**src/rtl/music_box_record_writer.sv**
```systemverilog
// Record-side stage of the music box: captures one 8-bit sample per tick and
// writes it zero-extended to consecutive SDRAM words, reporting done/failed.
module music_box_record_writer #(
  parameter logic [4:0]  STATE_ID     = 5'd2,
  parameter int          SAMPLE_COUNT = 110250,
  parameter logic [24:0] BASE_ADDR    = 25'd0,
  parameter int          ACK_TIMEOUT  = 1024
) (
  input  logic        clock_50Mhz,
  input  logic        reset_n,
  input  logic [4:0]  mainState,
  input  logic        sample_tick,
  input  logic [7:0]  sample_in,
  output logic        stateComplete,
  output logic        recordFailed,
  output logic [18:0] samplesWritten,
  output logic [31:0] debugString,
  output logic [24:0] sdram_inputAddress,
  output logic [15:0] sdram_writeData,
  output logic        sdram_isWriting,
  output logic        sdram_inputValid,
  input  logic        sdram_recievedCommand,
  input  logic        sdram_isBusy
);

  localparam logic [2:0] S_IDLE        = 3'd0;
  localparam logic [2:0] S_ARM         = 3'd1;
  localparam logic [2:0] S_WAIT_SAMPLE = 3'd2;
  localparam logic [2:0] S_ISSUE       = 3'd3;
  localparam logic [2:0] S_WAIT_ACK    = 3'd4;
  localparam logic [2:0] S_DONE        = 3'd5;
  localparam logic [2:0] S_FAIL        = 3'd6;

  localparam int          TW         = $clog2(ACK_TIMEOUT + 1);
  localparam logic [18:0] LAST_INDEX = 19'(SAMPLE_COUNT);
  localparam logic [TW-1:0] TMO_LAST = TW'(ACK_TIMEOUT - 1);

  logic [2:0]    state_q,    state_d;
  logic [18:0]   index_q,    index_d;
  logic [18:0]   written_q,  written_d;
  logic [7:0]    cap_q,      cap_d;
  logic          pending_q,  pending_d;
  logic [24:0]   addr_q,     addr_d;
  logic [15:0]   wdata_q,    wdata_d;
  logic          valid_q,    valid_d;
  logic          writing_q,  writing_d;
  logic          complete_q, complete_d;
  logic          failed_q,   failed_d;
  logic [TW-1:0] timer_q,    timer_d;

  logic        active;
  logic        capturing;
  logic        accept;
  logic        overrun;
  logic [18:0] index_inc;

  assign active    = (mainState == STATE_ID);
  assign capturing = (state_q == S_WAIT_SAMPLE) || (state_q == S_ISSUE) ||
                     (state_q == S_WAIT_ACK);
  assign accept    = (state_q == S_WAIT_ACK) && sdram_recievedCommand;
  // The single capture slot frees on acceptance, so a tick on that same edge reloads it.
  assign overrun   = capturing && sample_tick && pending_q && !accept;
  assign index_inc = index_q + 19'd1;

  always_comb begin
    state_d    = state_q;
    index_d    = index_q;
    written_d  = written_q;
    cap_d      = cap_q;
    pending_d  = pending_q;
    addr_d     = addr_q;
    wdata_d    = wdata_q;
    valid_d    = valid_q;
    writing_d  = writing_q;
    complete_d = complete_q;
    failed_d   = failed_q;
    timer_d    = timer_q;

    if (!active) begin
      state_d    = S_IDLE;
      index_d    = '0;
      written_d  = '0;
      cap_d      = '0;
      pending_d  = 1'b0;
      addr_d     = '0;
      wdata_d    = '0;
      valid_d    = 1'b0;
      writing_d  = 1'b0;
      complete_d = 1'b0;
      failed_d   = 1'b0;
      timer_d    = '0;
    end else begin
      if (capturing && sample_tick && !overrun) begin
        cap_d     = sample_in;
        pending_d = 1'b1;
      end else if (accept) begin
        pending_d = 1'b0;
      end

      case (state_q)
        S_IDLE: state_d = S_ARM;
        S_ARM: begin
          index_d = '0;
          state_d = S_WAIT_SAMPLE;
        end
        S_WAIT_SAMPLE: begin
          if (index_q == LAST_INDEX) begin
            state_d    = S_DONE;
            complete_d = 1'b1;
          end else if (pending_q) begin
            state_d = S_ISSUE;
          end
        end
        S_ISSUE: begin
          if (!sdram_isBusy) begin
            addr_d    = BASE_ADDR + {6'd0, index_q};
            wdata_d   = {8'd0, cap_q};
            valid_d   = 1'b1;
            writing_d = 1'b1;
            timer_d   = '0;
            state_d   = S_WAIT_ACK;
          end
        end
        S_WAIT_ACK: begin
          if (sdram_recievedCommand) begin
            valid_d   = 1'b0;
            writing_d = 1'b0;
            index_d   = index_inc;
            written_d = index_inc;
            if (index_inc == LAST_INDEX) begin
              state_d    = S_DONE;
              complete_d = 1'b1;
            end else begin
              state_d = S_WAIT_SAMPLE;
            end
          end else if (timer_q == TMO_LAST) begin
            state_d   = S_FAIL;
            failed_d  = 1'b1;
            valid_d   = 1'b0;
            writing_d = 1'b0;
          end else begin
            timer_d = timer_q + 1'b1;
          end
        end
        S_DONE: complete_d = 1'b1;
        S_FAIL: failed_d = 1'b1;
        default: state_d = S_IDLE;
      endcase

      if (overrun) begin
        state_d    = S_FAIL;
        failed_d   = 1'b1;
        complete_d = 1'b0;
        valid_d    = 1'b0;
        writing_d  = 1'b0;
      end
    end
  end

  always_ff @(posedge clock_50Mhz or negedge reset_n) begin
    if (!reset_n) begin
      state_q    <= S_IDLE;
      index_q    <= '0;
      written_q  <= '0;
      cap_q      <= '0;
      pending_q  <= 1'b0;
      addr_q     <= '0;
      wdata_q    <= '0;
      valid_q    <= 1'b0;
      writing_q  <= 1'b0;
      complete_q <= 1'b0;
      failed_q   <= 1'b0;
      timer_q    <= '0;
    end else begin
      state_q    <= state_d;
      index_q    <= index_d;
      written_q  <= written_d;
      cap_q      <= cap_d;
      pending_q  <= pending_d;
      addr_q     <= addr_d;
      wdata_q    <= wdata_d;
      valid_q    <= valid_d;
      writing_q  <= writing_d;
      complete_q <= complete_d;
      failed_q   <= failed_d;
      timer_q    <= timer_d;
    end
  end

  assign stateComplete      = complete_q;
  assign recordFailed       = failed_q;
  assign samplesWritten     = written_q;
  assign debugString        = {5'd0, state_q, 5'd0, written_q};
  assign sdram_inputAddress = addr_q;
  assign sdram_writeData    = wdata_q;
  assign sdram_isWriting    = writing_q;
  assign sdram_inputValid   = valid_q;

endmodule

```
**config.mk**
```make
export PLATFORM = sky130hd
export DESIGN_NAME = music_box_record_writer
export DESIGN_NICKNAME = d
export VERILOG_FILES = /design/src/rtl/music_box_record_writer.sv
export SDC_FILE = /design/constraint.sdc
export NUM_CORES = 1
export LEC_CHECK = 0
export CAP_MARGIN = 15
export CORE_MARGIN = 2
export CORE_UTILIZATION = 25
export DETAILED_ROUTE_END_ITERATION = 8
export SLEW_MARGIN = 20
export SYNTH_ARGS = -nofsm -noshare
export SYNTH_HDL_FRONTEND = slang
export SYNTH_SLANG_ARGS = --single-unit
```
**constraint.sdc**
```tcl
create_clock -name clock_50Mhz -period 2.6 [get_ports clock_50Mhz]
set_input_delay 0.52 -clock clock_50Mhz [delete_from_list [all_inputs] [get_ports clock_50Mhz]]
set_output_delay 0.52 -clock clock_50Mhz [all_outputs]
set_load 0.1 [all_outputs]
```
-- Word-level counts from Yosys, hierarchy flattened
Index checks and enable logic that the tools add are counted.
- flip-flop bits (word level): 105
- bits in latches: 0
- RAM bits: 0
- ROM bits: 0
- input port bits: 18
- logic and storage cells: 113
- memories kept: 0
- $add $sub $neg: 2
- multipliers: 0
- div/mod/pow operators: 0
- $lt $le $gt $ge: 0
- equal/unequal tests: 34
- shift-type cells: 0
- mux-type cells: 47
- bitwise logic cells: 0
- reduce and logical (&&, ||, !) cells: 19
- operator list (kind ; number):
    two-way mux 19 bit ; 4
    two-way mux 25 bit ; 3
    two-way mux 16 bit ; 3
    two-way mux 11 bit ; 4
    == test 19 x 17 -> 1 bit, second input constant ; 2
    one-hot mux 19 bit (2 select lines) ; 1
    two-way mux 3 bit ; 8
    one-hot mux 11 bit (2 select lines) ; 1
    adder 19 x 1 -> 19 bit, second input constant ; 1
    one-hot mux 3 bit (6 select lines) ; 1
    two-way mux 1 bit ; 17
    two-way mux 8 bit ; 2
    != test 3 bit, second input constant ; 4
    != test 4 x 3 -> 1 bit, second input constant ; 3
    != test 4 bit, second input constant ; 3
    AND reduction 4 bit ; 3
    adder 11 x 1 -> 11 bit, second input constant ; 1
    == test 11 x 10 -> 1 bit, second input constant ; 1
    != test 5 x 4 -> 1 bit, second input constant ; 2
    == test 3 bit, second input constant ; 3
    != test 3 x 1 -> 1 bit, second input constant ; 3
    != test 4 x 1 -> 1 bit, second input constant ; 2
    == test 3 x 2 -> 1 bit, second input constant ; 2
    != test 2 x 1 -> 1 bit, second input constant ; 3
    other kinds (14) ; 25

-- Longest topological paths before layout
Gate-level depths: netlist of run 1.
- word-level depth: 10
- depth in mapped cells: 8
- depth with buffers taken out: 8

-- Least setup slack after synthesis of run 1
OpenSTA, ideal clock, no wires.
- path type: register to register
- from: reg state_q[2]
- to: reg state_q[1]
- library setup time: 0.095 ns
- arrival time: 2.680 ns
- required time: 2.505 ns
- slack: -0.176 ns
- cell stages (with the launch flop): 8
- path buffers: 1
- period minus slack after synthesis: 2.776 ns
- cells stage by stage: dfrtp_1 -> buf_2 -> or4b_4 -> a21oi_4 -> o32ai_1 -> or3_4 -> o31a_1 -> o31ai_1
- cells in the longest elaborated chain, start to end: 8
- elaborated cells between the ends (all ways): 23
- those cells by class: eq/ne (10); mux (3); reduce/logical (10)
- RTL lines (element ; line ; RTL):
    start: declaration ; 38 ; logic [2:0] state_q, state_d;
    start signal: assignment ; 175 ; state_q <= state_d;
    == test 3 x 2 -> 1 bit ; 58, 100 ;
    logical OR 1 bit (2 in series) ; 58 ; assign capturing = (state_q == S_WAIT_SAMPLE) || (state_q == S_ISSUE) ||
    logical AND 1 bit (3 in series) ; 62 ; assign overrun = capturing && sample_tick && pending_q && !accept;
    != test 5 x 4 -> 1 bit (no source line) (tied with other cells) ; -- ;
    AND reduction 4 bit (no source line) or two-way mux 3 bit (tied branches) ; -- ;
Several ways; a longest one is shown, not always the timed one.
A chain may end at the register's enable or synchronous reset.

-- Worst setup path in the final report of run 1
- from: reg index_q[0]
- to: reg state_q[1]
- cells in the longest elaborated chain, start to end: 7
- elaborated cells between the ends (all ways): 11
- those cells by class: add/sub (1); eq/ne (3); mux (6); reduce/logical (1)
- RTL lines (element ; line ; RTL):
    start: declaration ; 39 ; logic [18:0] index_q, index_d;
    start signal: assignment ; 176 ; index_q <= index_d;
    adder 19 x 1 -> 19 bit ; 63 ; assign index_inc = index_q + 19'd1;
    == test 19 x 17 -> 1 bit ; 130 ; if (index_inc == LAST_INDEX) begin
    two-way mux 3 bit ; 130 ;
    two-way mux 3 bit ; 125 ; if (sdram_recievedCommand) begin
    one-hot mux 3 bit (6 select lines) ; 100 ; case (state_q)
    two-way mux 3 bit ; 150 ; if (overrun) begin
    two-way mux 3 bit ; 79 ; if (!active) begin
Several ways; a longest one is shown, not always the timed one.

==> results of run 1 <==
[state kept, by name, summed over array words and instances, names as in the netlist, 3 cells and up]
register / cells
cap_q: 8
index_q: 19
samplesWritten: 19
sdram_inputAddress: 19
sdram_writeData: 8
state_q: 3
timer_q: 11
[synth_stat cells, types with 3 or more instances]
cell      count
or3_1         4
and4_1        3
a22o_1        8
buf_2        10
nand4_1       7
xnor2_1      15
a31oi_1       4
buf_4        46
nand2b_1      6
clkbuf_1     22
inv_1        12
nand2_1     100
nor3_1       12
nor4_2        4
nor2_1       34
a21o_1        8
a21oi_1      15
o21ai_0      68
nor4_1        3
a211oi_1      3
xor2_1        7
o31ai_1      10
nand3_1      25
and3_1        8
ha_1          4
dfrtp_1      91
[final cells by class]
cell class / instances / area share (%)
clock buffer: 12 / 4.02
clock inverter: 4 / 0.764
inverter: 12 / 0.706
multi-input combinational: 413 / 37.0
sequential: 91 / 35.7
tap: 270 / 5.29
timing repair buffer: 130 / 16.5
[critical path, delay by kind of cell, from the launching register on]
kind	cells	cell delay, ns
buffers and inverters	1	0.11
adders and majority gates	1	0.20
DFF	1	0.37
and+or+nand+nor	3	1.13
AOI/OAI and AO/OA	3	0.49
[repair_timing]
| action | 4_1_cts | 5_1_grt |
|---|---|---|
| gates resized for setup | 0 | 1 |
| setup endpoints to repair | 0 | 1 |
| hold buffers | 0 | 0 |
| setup buffers | 0 | 0 |
[layer usage]
layer  global-route usage, %  routed length (um)  part of all wire, %  vias up
li1                        -                   -                    -     2107
met1                    18.2                6540                   49     2008
met4                    3.74                 171                  1.3        0
met5                       0                   0                    0        -
met3                    2.16                 671                  5.0       17
met2                    19.2                5990                   45      116
[metrics by stage]
step	worst slack [ns]	power [mW]	std cells	util, %
after floorplan	0.109	1.64	596	-
after global placement	0.0277	1.69	916	30.2
after detailed placement	-0.0417	1.69	916	30.2
after CTS	0.162	3.03	932	31.7
after global routing	0.0261	3.09	932	31.8
final	0.189	3.00	932	31.8
[where the power goes]
group	switching (mW)	internal (mW)	total, mW
Sequential	0.00109	1.42	1.42
Clock	0.544	0.797	1.34
Combinational	0.207	0.0369	0.244
Total	0.752	2.25	3.00
[worst max path at each step]
stage / from / to / cells after the start
detailed placement: mainState[4] / state_q[2]$_DFFE_PN0P_ / 8
floorplan: state_q[2]$_DFFE_PN0P_ / state_q[1]$_DFFE_PN0P_ / 7
global route: index_q[4]$_DFFE_PN0P_ / state_q[2]$_DFFE_PN0P_ / 6
finish: index_q[0]$_DFFE_PN0P_ / state_q[1]$_DFFE_PN0P_ / 8
global placement: mainState[4] / state_q[2]$_DFFE_PN0P_ / 8
CTS: index_q[0]$_DFFE_PN0P_ / state_q[1]$_DFFE_PN0P_ / 8
[cell usage in the layout, fill, tap and decap left out, types with 3 or more instances in the layout]
cell type	instances
buf_4	111
dfrtp_1	88
xnor2_1	15
a21oi_1	14
clkdlybuf4s50_1	16
nand3_1	25
a31oi_1	4
nand2_1	100
o21ai_0	68
inv_1	12
nor3_1	11
nand2b_1	6
conb_1	24
buf_12	3
a22o_1	8
o31ai_1	10
a21o_1	8
or3_1	4
nor4_2	4
and3_1	8
a211oi_1	3
and4_1	3
dfrtp_2	3
nor2_1	34
ha_1	4
clkbuf_16	9
nor4_1	3
nand4_1	7
xor2_1	7
[logic make-up after synthesis]
logic type                 Yosys count  share of synthesized area [%]
AOI/OAI and AO/OA                  135                           16.4
xor gates and xnor gates            22                           3.79
adders and majority gates            4                          0.984
buffers and inverters               92                           10.7
DFF                                 91                           44.8
muxes                                2                          0.418
other                                1                         0.0737
and+or+nand+nor                    226                           22.8
==> implementation parameters, run 1 <==
Parameter                              Value

Status
  Status ... completed

Drt
  Initial drt markers ... 262
  Mean routed wirelength per cell ... 14.4 um
  Average vias per placed instance ... 4.56
  Number of routed nets with antenna violations ... 0
  Total iterations of the first detailed-routing run ... 4
  WL final ... 13400 um
  Total number of vias ... 4248
  DRC violation count after routing ... 0

Yosys
  Synth async-reset ratio ... 100%
  Synthesis warning total ... 0
  Gate count of the mapped netlist ... 573
  Netlist Area Pre-Place ... 5090 um2
  Seq cells post-synth ... 91
  Mean instance size in the synthesized netlist ... 8.88 um2
  Post-synth EDFFs ... 0
  Top cells by area in the synthesized netlist ... dfrtp_1, nand2_1, buf_4, o21ai_0, xnor2_1
  Count of distinct cell types in the synthesized netlist ... 60
  Share of the synthesized area in the top cell type ... 44.8%
  Cell taking the most area after synthesis ... dfrtp_1
  Proportion of synthesized chip area in sequential cells ... 44.8%
  Most used flip-flop cell after synthesis ... dfrtp_1

STA
  Finish-stage setup viols ... 0
  Worst Tran Pin Value ... 0.597 ns
  Time the worst path needs with I/O delays and setup ... 2.41 ns
  Normalized max-slew margin ... 60.0%
  Achievable frequency ... 0.415 GHz
  Post-route setup TNS ... 0 ns
  Hold slack ... 0.164 ns
  Fin. Hold Viols ... 0
  Final Slew Violations ... 0
  Setup repair after global routing missed its margin ... false
  Setup clock skew after layout ... 0.00733 ns
  Post-route fraction of the period consumed by the critical path ... 92.7%

Floorplan
  Die Ht ... 147 um
  Num rows ... 52
  Initial standard-cell utilization of the core ... 25.3%
  Area of the die ... 21500 um2
  Horiz. Die Dim ... 147 um
  Number of placed I/O pins ... 114
  Floorplan core area ... 20100 um2

Finish
  Signed area change from the synthesized netlist to the final layout ... 25.4%
  Area of combinational cells with multiple inputs ... 2360 um2
  Total inserted antenna cells ... 0
  Net count of the finished layout ... 679
  FF/Latch Area ... 2280 um2
  Final cell area excluding filler cells ... 6380 um2
  Number of inserted filler cells in the final layout ... 2081
  Fraction of final layout cells with drive strength greater than 1 ... 23.0%

Setup path
  Destination of the worst register-to-register timing path ... state_q[1]$_DFFE_PN0P_
  Crit start category ... flop
  Maximum fanout along the worst path ... 4
  Required time of the critical path ... 2.84 ns
  Register-to-Register Setup Slack ... 0.19 ns
  Largest incremental delay on the critical path ... 0.49 ns
  Data arrival time at the worst-slack endpoint ... 2.65 ns
  R2r worst-path depth ... 8
  Type of the worst setup path ... flop to flop
  Reg2reg start ... index_q[0]$_DFFE_PN0P_
  Endpoint type of the worst setup path ... flop
  CP max stage cell ... or4b_1
  Ordered cell list for the critical path ... inv_1 -> ha_1 -> or4b_1 -> nor4_2 -> a2111oi_1 -> or3_4 -> o31a_1 -> o31ai_1

Hold path
  Min-delay worst type ... input pin to async pin

Pwr
  Power Dens Cells ... 470 nW/um2
  Static power due to leakage ... 2.91 nW
  Peak ir drop on the vdd network ... 327 uV

Clocking
  Sink Count ... 91
  Clk pin slew, worst setup/hold paths ... 0.07 ns
  CTS root buffer ... clkbuf_16
  Max Root-Sink Buffers ... 2
  Insertion delay to the later sink of the worst-skew pair ... 0.34 ns
  Maximum level of the CTS H-tree ... 3
  TritonCTS clock tree ... yes
  TritonCTS buffer count ... 9

Placed design
  Area after detailed placement ... 6070 um2
  Routability congestion estimate from global placement ... 0.870
  Port Buffer Count ... 89
  DP Wirelength ... 9920 um

Global route
  Total grt overflow ... 0
  All-Layer GR Usage ... 12.6%
  Global-route wire length before repair ... 21900 um
  Antenna violations before repair ... 0
  Pin count of the biggest net entering global routing ... 43
  Number of global-route vias before repair ... 4039

Job
  Max-cap violation count ... 0
No activity file was read; power rests on OpenSTA's default activity.
==> inputs of run 2 (changes only) <==
- CORE_MARGIN: 2 -> not set
- SKIP_CTS_REPAIR_TIMING: not set -> 1
- clock period: 2.6 -> 2.3 ns (I/O delays scaled with it)
==> implementation parameters, run 2 (same netlist as run 1, synthesis figures left out) <==
Parameter                              Value

Floorplan
  Die Ht ... 145 um (was 147 um)
  Number of placed I/O pins ... 114 (unchanged)
  Area of the die ... 20900 um2 (was 21500 um2)
  Horiz. Die Dim ... 145 um (was 147 um)
  Num rows ... 51 (was 52)
  Floorplan core area ... 19700 um2 (was 20100 um2)
  Initial standard-cell utilization of the core ... 25.8% (was 25.3%)

Finish
  Signed area change from the synthesized netlist to the final layout ... 30.2% (was 25.4%)
  Number of inserted filler cells in the final layout ... 2054 (was 2081)
  Area of combinational cells with multiple inputs ... 2430 um2 (was 2360 um2)
  Final cell area excluding filler cells ... 6630 um2 (was 6380 um2)
  Net count of the finished layout ... 699 (was 679)
  Commonest non-fill, non-tap cell in the layout ... buf_4 (unchanged)
  Total inserted antenna cells ... 0 (unchanged)
  Commonest non-fill, non-tap cells in the layout ... buf_4, nand2_1, dfrtp_1, o21ai_0, nor2_1 (unchanged)
  Fraction of final layout cells with drive strength greater than 1 ... 26.8% (was 23.0%)
  Core utilization of the finished layout ... 33.6% (was 31.8%)
  FF/Latch Area ... 2290 um2 (was 2280 um2)
  Non-filler instance count after layout ... 947 (was 932)

Setup path
  Crit start category ... flop (unchanged)
  Destination of the worst register-to-register timing path ... state_q[1]$_DFFE_PN0P_ (unchanged)
  Crit path capture ... state_q[1]$_DFFE_PN0P_ (unchanged)
  Logic depth of the worst setup path including buffers ... 8 (unchanged)
  Kind of cell with the highest combined delay on the critical path ... simple AND/OR/NAND/NOR gates (unchanged)
  Required time of the critical path ... 2.56 ns (was 2.84 ns)
  Ordered cell list for the critical path ... inv_2 -> ha_4 -> or4b_4 -> nor4_4 -> a2111oi_4 -> or3_4 -> o31a_1 -> o31ai_1 (was inv_1 -> ha_1 -> or4b_1 -> nor4_2 -> a2111oi_1 -> or3_4 -> o31a_1 -> o31ai_1)
  CP max stage cell ... or4b_4 (was or4b_1)
  Type of the worst setup path ... flop to flop (unchanged)
  Endpoint type of the worst setup path ... flop (unchanged)
  R2r worst-path depth ... 8 (unchanged)
  Register-to-Register Setup Slack ... 0.08 ns (was 0.19 ns)
  Crit path buffers/inverters ... 1 (unchanged)
  Data arrival time at the worst-slack endpoint ... 2.47 ns (was 2.65 ns)
  Reg2reg start ... index_q[0]$_DFFE_PN0P_ (unchanged)
  Maximum fanout along the worst path ... 4 (unchanged)
  Start point of the critical path ... index_q[0]$_DFFE_PN0P_ (unchanged)
  Largest incremental delay on the critical path ... 0.47 ns (was 0.49 ns)

STA
  Achievable frequency ... 0.451 GHz (was 0.415 GHz)
  Setup clock skew after layout ... 0.00893 ns (was 0.00733 ns)
  Final Slew Violations ... 0 (unchanged)
  Post-route fraction of the period consumed by the critical path ... 96.4% (was 92.7%)
  Fin. Hold Viols ... 0 (unchanged)
  Worst Tran Pin Value ... 0.603 ns (was 0.597 ns)
  Time the worst path needs with I/O delays and setup ... 2.22 ns (was 2.41 ns)
  Post-route setup TNS ... 0 ns (unchanged)
  Setup repair after global routing missed its margin ... true (was false)
  Finish-stage setup viols ... 0 (unchanged)
  Normalized max-slew margin ... 59.6% (was 60.0%)
  Hold slack ... 0.00763 ns (was 0.164 ns)

Clocking
  TritonCTS clock tree ... yes (unchanged)
  Insertion delay to the later sink of the worst-skew pair ... 0.35 ns (was 0.34 ns)
  TritonCTS buffer count ... 9 (unchanged)
  Max Root-Sink Buffers ... 2 (unchanged)
  Clk pin slew, worst setup/hold paths ... 0.07 ns (about the same)
  CTS root buffer ... clkbuf_16 (unchanged)
  Sink Count ... 91 (unchanged)
  Maximum level of the CTS H-tree ... 3 (unchanged)

Drt
  Number of routed nets with antenna violations ... 0 (unchanged)
  DRC violation count after routing ... 0 (unchanged)
  Total iterations of the first detailed-routing run ... 5 (was 4)
  Total number of vias ... 4362 (was 4248)
  WL final ... 14000 um (was 13400 um)
  Mean routed wirelength per cell ... 14.7 um (was 14.4 um)
  Initial drt markers ... 260 (was 262)
  Average vias per placed instance ... 4.61 (was 4.56)

Global route
  Pin count of the biggest net entering global routing ... 53 (was 43)
  Total grt overflow ... 0 (unchanged)
  Antenna violations before repair ... 0 (unchanged)
  Global-route wire length before repair ... 22000 um (was 21900 um)
  Number of global-route vias before repair ... 4053 (was 4039)
  All-Layer GR Usage ... 13.7% (was 12.6%)

Hold path
  Min-delay worst type ... input pin to async pin (unchanged)

Placed design
  Port Buffer Count ... 89 (unchanged)
  DP Wirelength ... 10200 um (was 9920 um)
  Dpl cells ... 930 (was 916)
  Routability congestion estimate from global placement ... 0.867 (was 0.870)
  Area after detailed placement ... 6220 um2 (was 6070 um2)

Job
  Max-cap violation count ... 0 (unchanged)

Pwr
  Static power due to leakage ... 3.02 nW (was 2.91 nW)
  Power Dens Cells ... 529 nW/um2 (was 470 nW/um2)
  Peak ir drop on the vdd network ... 354 uV (was 327 uV)

Status
  Status ... completed (unchanged)
## run 2: cell types whose count changed in the layout (fill, tap and decap cells not counted), sizes merged
cell / before / now
clkinvlp: 0 / 1
clkbuf: 12 / 9
buf: 114 / 134
clkinv: 3 / 2
inv: 12 / 14
bufinv: 1 / 2
## run 2: layer usage
metal | up-vias | GRT usage [%] | share of wire [%]
met4 | 0 | 4.27 | 1.6
met1 | 2082 | 19.6 | 48
met5 | - | 0 | 0
li1 | 2135 | - | -
met2 | 131 | 21.3 | 46
met3 | 14 | 2.01 | 4.5
## run 2: worst min-delay path by stage
| stage | end | slack (ns) | cells past startpoint | from |
|---|---|---|---|---|
| 2_1_floorplan | cap_q[0]$_DFFE_PN0P_ | 0.16 | 0 | reset_n |
| 3_3_place_gp | samplesWritten[17]$_DFFE_PN0P_ | 0.39 | 1 | reset_n |
| 3_5_place_dp | samplesWritten[17]$_DFFE_PN0P_ | 0.39 | 1 | reset_n |
| 4_1_cts | samplesWritten[17]$_DFFE_PN0P_ | 0.01 | 1 | reset_n |
| 5_1_grt | samplesWritten[17]$_DFFE_PN0P_ | 0.02 | 1 | reset_n |
| 6_report | samplesWritten[17]$_DFFE_PN0P_ | 0.008 | 1 | reset_n |
## run 2: final cells by class
class / count / share of cell area, %
sequential: 91 / 34.5
inverter: 12 / 0.680
multi-input combinational: 413 / 36.7
clock inverter: 7 / 1.49
timing repair buffer: 150 / 18.2
tap: 265 / 5.00
clock buffer: 9 / 3.40
## run 2: worst reg2reg max path, cell delays in order, from the launching register on
cell       delay (ns)
dfrtp_1          0.39
inv_2            0.08
ha_4             0.14
or4b_4           0.47
nor4_4           0.20
a2111oi_4        0.12
or3_4            0.42
o31a_1           0.25
o31ai_1          0.06
## run 2: power breakdown
group	leakage (nW)	switching, mW	internal (mW)
clock	0.156	0.662	0.960
sequential	1.26	0.000932	1.60
combinational	1.60	0.238	0.0440
## run 2: per-stage QoR
| stage | power [mW] | setup slack [ns] |
|---|---|---|
| 3_3_place_gp | 1.92 | -0.221 |
| 5_1_grt | 3.61 | 0.00262 |
| 4_1_cts | 3.55 | 0.0153 |
| 2_1_floorplan | 1.86 | -0.0779 |
| 3_5_place_dp | 1.92 | -0.207 |
| 6_report | 3.50 | 0.0823 |
==> inputs of run 3 (changes only) <==
- ABC_CLOCK_PERIOD_IN_PS: not set -> 2300
- CORE_UTILIZATION: 25 -> 50
- CTS_CLUSTER_SIZE: not set -> 10
- PLACE_DENSITY: not set -> 0.79
==> implementation parameters, run 3 (same netlist as run 1, synthesis figures left out) <==
Parameter                              Value

Status
  Status ... completed (unchanged)

Setup path
  Crit start category ... flop (unchanged)
  Endpoint type of the worst setup path ... flop (unchanged)
  Type of the worst setup path ... flop to flop (unchanged)
  Largest incremental delay on the critical path ... 0.48 ns (was 0.47 ns)
  CP max stage cell ... or4b_4 (unchanged)
  Required time of the critical path ... 2.60 ns (was 2.56 ns)
  Ordered cell list for the critical path ... inv_2 -> ha_4 -> or4b_4 -> nor4_4 -> a2111oi_4 -> or3_4 -> o31a_1 -> o31ai_1 (unchanged)
  Maximum fanout along the worst path ... 4 (unchanged)
  Data arrival time at the worst-slack endpoint ... 2.55 ns (was 2.47 ns)

Clocking
  TritonCTS buffer count ... 9 (unchanged)
  Max Root-Sink Buffers ... 2 (unchanged)
  Maximum level of the CTS H-tree ... 3 (unchanged)
  Insertion delay to the later sink of the worst-skew pair ... 0.38 ns (was 0.35 ns)
  Clk pin slew, worst setup/hold paths ... 0.11 ns (was 0.07 ns)
  CTS root buffer ... clkbuf_8 (was clkbuf_16)
  TritonCTS clock tree ... yes (unchanged)
  Sink Count ... 91 (unchanged)

STA
  Time the worst path needs with I/O delays and setup ... 2.26 ns (was 2.22 ns)
  Worst Tran Pin Value ... 0.578 ns (was 0.603 ns)
  Final worst-path setup slack ... 0.0432 ns (was 0.0823 ns)
  Fin. Hold Viols ... 0 (unchanged)
  Post-route fraction of the period consumed by the critical path ... 98.1% (was 96.4%)
  Final Slew Violations ... 0 (unchanged)
  Achievable frequency ... 0.443 GHz (was 0.451 GHz)
  Setup repair after global routing missed its margin ... true (unchanged)
  Finish-stage setup viols ... 0 (unchanged)
  Normalized max-slew margin ... 61.3% (was 59.6%)
  Setup clock skew after layout ... 0.0162 ns (was 0.00893 ns)

Finish
  Net count of the finished layout ... 701 (was 699)
  Signed area change from the synthesized netlist to the final layout ... 25.1% (was 30.2%)
  Non-filler instance count after layout ... 817 (was 947)
  Final cell area excluding filler cells ... 6360 um2 (was 6630 um2)
  Fraction of final layout cells with drive strength greater than 1 ... 27.5% (was 26.8%)
  Number of inserted filler cells in the final layout ... 817 (was 2054)
  Commonest non-fill, non-tap cell in the layout ... buf_4 (unchanged)
  Total inserted antenna cells ... 0 (unchanged)
  Core utilization of the finished layout ... 64.8% (was 33.6%)
  Commonest non-fill, non-tap cells in the layout ... buf_4, nand2_1, dfrtp_1, o21ai_0, nor2_1 (unchanged)

Placed design
  Area after detailed placement ... 6030 um2 (was 6220 um2)
  Port Buffer Count ... 89 (unchanged)
  Post-Place Worst Slack ... -0.279 ns (was -0.207 ns)
  Dpl cells ... 794 (was 930)
  Routability congestion estimate from global placement ... 0.973 (was 0.867)
  DP Wirelength ... 9480 um (was 10200 um)

Floorplan
  Initial standard-cell utilization of the core ... 51.8% (was 25.8%)
  Die Ht ... 103 um (was 145 um)
  Floorplan core area ... 9820 um2 (was 19700 um2)
  Area of the die ... 10600 um2 (was 20900 um2)
  Num rows ... 36 (was 51)
  Number of placed I/O pins ... 114 (unchanged)
  Horiz. Die Dim ... 103 um (was 145 um)

Pwr
  Power Dens Cells ... 464 nW/um2 (was 529 nW/um2)
  Peak ir drop on the vdd network ... 271 uV (was 354 uV)
  Static power due to leakage ... 2.97 nW (was 3.02 nW)

Hold path
  Min-delay worst type ... input pin to async pin (unchanged)

Drt
  DRC violation count after routing ... 0 (unchanged)
  Number of routed nets with antenna violations ... 0 (unchanged)
  Average vias per placed instance ... 5.60 (was 4.61)
  Total number of vias ... 4574 (was 4362)
  Initial drt markers ... 342 (was 260)
  Mean routed wirelength per cell ... 16.1 um (was 14.7 um)
  Total iterations of the first detailed-routing run ... 5 (unchanged)
  WL final ... 13100 um (was 14000 um)

Global route
  Global-route wire length before repair ... 21000 um (was 22000 um)
  Number of global-route vias before repair ... 4192 (was 4053)
  Pin count of the biggest net entering global routing ... 47 (was 53)
  Antenna violations before repair ... 0 (unchanged)
  Total grt overflow ... 0 (unchanged)
  All-Layer GR Usage ... 26.0% (was 13.7%)

Job
  Max-cap violation count ... 0 (unchanged)
==> run 3: cell types whose count changed in the layout (fill, tap and decap cells not counted), sizes merged <==
cell / before / now
clkinv: 2 / 1
bufinv: 2 / 0
buf: 134 / 136
inv: 14 / 17
==> run 3: where the power goes <==
part | total, mW | switching, mW | internal, mW
Combinational | 0.281 | 0.237 | 0.0442
Sequential | 1.60 | 0.00101 | 1.60
Clock | 1.07 | 0.652 | 0.421
==> run 3: worst max-delay path, delay by kind of cell, from the launching register on <==
family | cells | cell delay, ns
flip-flops | 1 | 0.40
AO/OA/AOI/OAI | 3 | 0.43
buffers and inverters | 1 | 0.08
adder cells (fa/ha/maj) | 1 | 0.13
AND/OR/NAND/NOR | 3 | 1.14
==> run 3: final timing paths <==
| check | cells after the start | end | start | slack [ns] |
|---|---|---|---|---|
| setup / recovery | 8 | state_q[1]$_DFFE_PN0P_ | index_q[0]$_DFFE_PN0P_ | 0.04 |
| hold / removal | 1 | index_q[4]$_DFFE_PN0P_ | reset_n | 0.05 |
| setup reg to reg | 8 | state_q[1]$_DFFE_PN0P_ | index_q[0]$_DFFE_PN0P_ | 0.04 |
| hold reg to reg | 1 | timer_q[9]$_DFFE_PN0P_ | timer_q[9]$_DFFE_PN0P_ | 0.48 |
| max in group asynchronous | 2 | samplesWritten[3]$_DFFE_PN0P_ | reset_n | 1.66 |
| min in group clock_50Mhz | 1 | timer_q[9]$_DFFE_PN0P_ | timer_q[9]$_DFFE_PN0P_ | 0.48 |
==> run 3: layout make-up <==
type / instances / area [um2] / share of cell area (%)
inverters: 12 / 45.0 / 0.708
repair buffers: 152 / 1220 / 19.1
clock inverters: 7 / 67.6 / 1.06
well taps: 133 / 166 / 2.61
multi-input cells: 413 / 2450 / 38.6
flip-flops and latches: 91 / 2290 / 36.0
clock buffers: 9 / 124 / 1.95
==> run 3: metrics by stage <==
stage                     power (mW)  hold WS (ns)  setup TNS, ns
after global routing            3.03        0.0864         -0.169
after CTS                       2.96        0.0594       -0.00277
after floorplan                 1.86         0.164         -0.166
final                           2.95        0.0488              0
after global placement          1.91         0.452          -2.01
after detailed placement        1.91         0.462          -4.12
==> run 3: metal layers <==
layer	track usage (%)	vias up	routed length, um
met5	0	-	0
met4	12.5	0	364
met3	3.53	30	738
met2	40.9	204	6210
met1	35.6	2196	5830
li1	-	2144	-
